<file path="src/rtl/set_reset_capture.sv">
// set_reset_capture: time-stamps the rising and falling edges of an
// asynchronous pulse against a free-running counter. The result is held
// until the consumer acknowledges it. A rise that arrives while a result
// is still held raises a sticky overrun flag.
module set_reset_capture #(
  parameter int unsigned WIDTH = 24
) (
  input  logic             clk,
  input  logic             rst,
  input  logic [WIDTH-1:0] data_compare,
  input  logic             in,
  input  logic             ena,
  input  logic             ack,
  output logic [WIDTH-1:0] set_data,
  output logic [WIDTH-1:0] reset_data,
  output logic [WIDTH-1:0] pulse_width,
  output logic             valid,
  output logic             overrun
);

  typedef enum logic [1:0] {
    IDLE      = 2'd0,
    WAIT_FALL = 2'd1,
    DONE      = 2'd2
  } state_t;

  state_t state;
  state_t state_nxt;

  logic s1;
  logic s2;
  logic d;
  logic rise;
  logic fall;

  logic load_set;
  logic load_reset;
  logic valid_nxt;
  logic overrun_nxt;

  // Two-flop synchronizer plus a delay flop for edge detection.
  always_ff @(posedge clk or posedge rst) begin
    if (rst) begin
      s1 <= 1'b0;
      s2 <= 1'b0;
      d  <= 1'b0;
    end else begin
      s1 <= in;
      s2 <= s1;
      d  <= s2;
    end
  end

  // Single-cycle edge strobes on the synchronized signal.
  assign rise = s2 & ~d;
  assign fall = ~s2 & d;

  // FSM state register.
  always_ff @(posedge clk or posedge rst) begin
    if (rst) begin
      state <= IDLE;
    end else begin
      state <= state_nxt;
    end
  end

  // Next-state and register-load decisions.
  always_comb begin
    state_nxt   = state;
    load_set    = 1'b0;
    load_reset  = 1'b0;
    valid_nxt   = valid;
    overrun_nxt = overrun;

    case (state)
      IDLE: begin
        // A fall seen here belongs to a pulse whose rise was not captured.
        if (rise && ena) begin
          load_set  = 1'b1;
          state_nxt = WAIT_FALL;
        end
      end

      WAIT_FALL: begin
        // Dropping ena abandons the measurement, even against a fall.
        if (!ena) begin
          state_nxt = IDLE;
        end else if (fall) begin
          load_reset = 1'b1;
          valid_nxt  = 1'b1;
          state_nxt  = DONE;
        end
      end

      DONE: begin
        if (ack) begin
          valid_nxt   = 1'b0;
          overrun_nxt = 1'b0;
          // A rise coincident with ack starts a new capture, no overrun.
          if (rise && ena) begin
            load_set  = 1'b1;
            state_nxt = WAIT_FALL;
          end else begin
            state_nxt = IDLE;
          end
        end else if (rise) begin
          // The held result is kept; this rise is dropped.
          overrun_nxt = 1'b1;
        end
      end

      default: begin
        state_nxt = IDLE;
      end
    endcase
  end

  // Capture registers and status flags.
  always_ff @(posedge clk or posedge rst) begin
    if (rst) begin
      set_data    <= '0;
      reset_data  <= '0;
      pulse_width <= '0;
      valid       <= 1'b0;
      overrun     <= 1'b0;
    end else begin
      if (load_set) begin
        set_data <= data_compare;
      end
      if (load_reset) begin
        reset_data  <= data_compare;
        // Modulo subtraction keeps the width correct across counter wrap.
        pulse_width <= WIDTH'(data_compare - set_data);
      end
      valid   <= valid_nxt;
      overrun <= overrun_nxt;
    end
  end

endmodule

</file>
<file path="config.mk">
export PLATFORM = sky130hd
export DESIGN_NAME = set_reset_capture
export DESIGN_NICKNAME = d
export VERILOG_FILES = /design/src/rtl/set_reset_capture.sv
export SDC_FILE = /design/constraint.sdc
export NUM_CORES = 1
export LEC_CHECK = 0
export CORE_ASPECT_RATIO = 0.8
export CORE_UTILIZATION = 35
export DETAILED_ROUTE_END_ITERATION = 8
export HOLD_SLACK_MARGIN = 0.12
export PLACE_DENSITY_LB_ADDON = 0.15
export SLEW_MARGIN = 20
export SYNTH_ARGS = -nofsm -noshare
export SYNTH_HDL_FRONTEND = slang
export SYNTH_SLANG_ARGS = --single-unit
export TNS_END_PERCENT = 100
</file>
<file path="constraint.sdc">
create_clock -name clk -period 3.7 [get_ports clk]
set_input_delay 0.74 -clock clk [delete_from_list [all_inputs] [get_ports clk]]
set_output_delay 0.74 -clock clk [all_outputs]
set_load 0.005 [all_outputs]
</file>
==> results.json <==
{
  "grt_pass1_wl_mm": 16.8,
  "htree_levels": 3,
  "startpoint_type": "primary input",
  "synth_top_area_share_pct": 47.3,
  "setup_viol": 0,
  "synth-edff-count": 0,
  "r2r_slack_ns": 1.16,
  "synth_flop_cell": "dfrtp_1",
  "drt-initial-drc-count": 97,
  "multi_input_area_mm2": 0.00201,
  "drv_cap": 0,
  "p_total_mw": 3.68,
  "worst_pin_slew_ns": 0.444,
  "synth_fa_ha_area_share_pct": 7.36,
  "required_ns": 3.90,
  "hold_violations": 0,
  "fin_area_mm2": 0.00567,
  "path_max_fanout": 4,
  "fin_crit_sh_pct": 81.6,
  "rsz0062_at_grt": "false",
  "relSlewSlack_pct": 70.4,
  "post_cts_resized": 0,
  "dp_hpwl_mm": 7.53,
  "cts_tree": "yes",
  "core-area_mm2": 0.0116,
  "cpPeakStageDelay_ns": 0.45,
  "p_sw_share_pct": 31.1,
  "min_path_type": "flip-flop to flip-flop",
  "grt_antenna_before_repair": 0,
  "arrival_ns": 3.22,
  "dr_total_vias": 3436,
  "portBuffers": 102,
  "synth_nets": 504,
  "yosys.area_share.simple_pct": 15.7,
  "seqPwrFrac_pct": 35.3,
  "slowest_stage": "clkdlybuf4s50_1",
  "status": "completed",
  "async_flop_share_pct": 100,
  "drc": 0,
  "power.leakage_nw": 2.66,
  "final-max-slew-violation-count": 0,
  "p_clk_share_pct": 24.0,
  "wirelength_mm": 10.1,
  "die_area_mm2": 0.0124,
  "switching_power_mw": 1.15,
  "vias_per_cell": 4.89,
  "ys_types": 47,
  "cts_hold_buf": 0,
  "synth_area_mm2": 0.00418,
  "area_growth_syn_to_layout_pct": 35.6,
  "antennaDiodeCount": 0,
  "nNetsFinal": 604,
  "fill_cells": 1108,
  "grt_pass1_vias": 3344,
  "path_class": "primary input to flip-flop",
  "post_drt_wl_per_cell_um": 14.4,
  "synth.most_common_cell": "nand2_1",
  "synth_largest_area_cell": "dfrtp_1",
  "synth_top_family_by_area": "simple AND/OR/NAND/NOR gates",
  "clock_latency_ns": 0.33,
  "cts_sinks": 79,
  "grt_overflow_total": 0,
  "synth_compound_area_share_pct": 13.7,
  "setup_tns_ns": 0,
  "seq_area_mm2": 0.00198,
  "initial_core_util_pct": 36.2,
  "drt-pass1-iter-count": 4,
  "p_int_mw": 2.54,
  "period_needed_ns": 3.02,
  "routabilityCongestion": 0.877,
  "synth_area_leaders": "dfrtp_1 47%, nand2_1 10%, ha_1 6.9%",
  "comb_power_share_pct": 40.7,
  "grt_usage_pct": 17.0,
  "worstPathCellList": "clkdlybuf4s50_1 -> inv_1 -> ha_1 -> fa_1 -> inv_1 -> a21oi_1 -> o221ai_2 -> a22oi_1 -> a21o_1 -> o311a_1 -> xor2_1 -> o21ai_1",
  "die_y_um": 99.8,
  "numCtsBuffers": 9,
  "crit_top_cell": "inv_1",
  "end_kind": "flip-flop",
  "vdd_ir_drop_max_mv": 0.277,
  "clkTransAtPathRegs_ns": 0.06,
  "ios": 103,
  "powerDensity_mw_per_mm2": 650,
  "grt_max_degree": 45,
  "num_rows": 35,
  "synth_cells": 451,
  "synthTopCellsByCount": "111 x nand2_1, 79 x dfrtp_1, 34 x inv_1",
  "ys_warn_count": 0,
  "final_antenna_net_count": 0,
  "synth.area.mux_share_pct": 7.15,
  "place_area_mm2": 0.00537,
  "cts_setup_buffers": 0,
  "cts_buffer_depth": 2,
  "drive_gt1_share_pct": 9.91,
  "seq_area_frac_synth_pct": 47.3,
  "synth-xor-area-share_pct": 3.98,
  "clock.fmax_mhz": 331,
  "avgSynthCellArea_um2": 9.27,
  "finalClockSkew_ns": 0.00418,
  "die_x_um": 124,
  "cts_root_buffer": "clkbuf_16",
  "ys_ff_latch": 79
}
state kept, by name (all words and copies together), names as in the netlist:
name         count
d                1
overrun          1
pulse_width     24
reset_data      24
s1               1
s2               1
set_data        24
state            2
valid            1
logic make-up (layout without fill, tap and decap cells):
| group | count (synthesis) | in the layout |
|---|---|---|
| compound gates | 93 | 93 |
| xor+xnor | 19 | 19 |
| fa+ha+maj | 24 | 24 |
| buf+inv | 54 | 158 |
| flops | 79 | 79 |
| mux | 27 | 27 |
| simple gates | 155 | 155 |
per-stage QoR:
| step | cells | util (%) | setup WS (ns) | hold slack [ns] |
|---|---|---|---|---|
| finish | 703 | 49.0 | 0.680 | 0.350 |
| global route | 703 | 49.0 | 0.529 | 0.365 |
| CTS | 703 | 49.0 | 0.692 | 0.354 |
| detailed placement | 688 | 46.5 | 0.355 | 0.340 |
| global placement | 688 | 46.5 | 0.394 | 0.333 |
| floorplan | 451 | - | 0.937 | 0.331 |
cell usage in the layout (no fill, tap or decap), types with 10 or more instances in the layout:
| cell type | n |
|---|---|
| nand2_1 | 111 |
| clkdlybuf4s50_1 | 102 |
| dfrtp_1 | 79 |
| inv_1 | 33 |
| o21ai_0 | 26 |
| a21oi_1 | 25 |
| mux2_2 | 23 |
| ha_1 | 23 |
| nor2_1 | 11 |
| xnor2_1 | 10 |
final cells by class:
type	count	area share [%]
clock buffer	11	4.46
tap	148	3.27
clock inverter	4	0.794
multi-input combinational	318	35.4
sequential	79	34.9
timing repair buffer	109	18.9
inverter	34	2.27
routing by layer:
layer | part of all wire (%) | GRT usage (%)
met3 | 5.0 | 4.80
met1 | 51 | 24.0
met4 | 0.91 | 4.45
met2 | 43 | 25.7
met5 | 0 | 0
power groups by stage:
stage | combinational, mW | clock, mW | sequential (mW)
after detailed placement | 1.51 | 0 | 1.32
after floorplan | 0.735 | 0 | 1.31
final | 1.50 | 0.885 | 1.30
after global placement | 1.49 | 0 | 1.31
after CTS | 1.52 | 0.921 | 1.31
after global routing | 1.66 | 0.960 | 1.34
critical path, delay by kind of cell:
kind            cells  cell delay, ns
buf+inv             3            0.58
fa+ha+maj           2            0.63
compound gates      6            1.14
xor+xnor            1            0.13
worst paths after layout:
| kind | depth (start not counted) | endpoint | startpoint |
|---|---|---|---|
| max | 12 | pulse_width[20]$_DFFE_PP0P_ | data_compare[0] |
| max in group asynchronous | 3 | reset_data[18]$_DFFE_PP0P_ | rst |
| min | 0 | s2$_DFF_PP0_ | s1$_DFF_PP0_ |
| min reg2reg | 0 | s2$_DFF_PP0_ | s1$_DFF_PP0_ |
| min in group asynchronous | 2 | pulse_width[3]$_DFFE_PP0P_ | rst |
| max reg2reg | 10 | pulse_width[15]$_DFFE_PP0P_ | set_data[1]$_DFFE_PP0P_ |
Power figures use the tool's default switching activity.
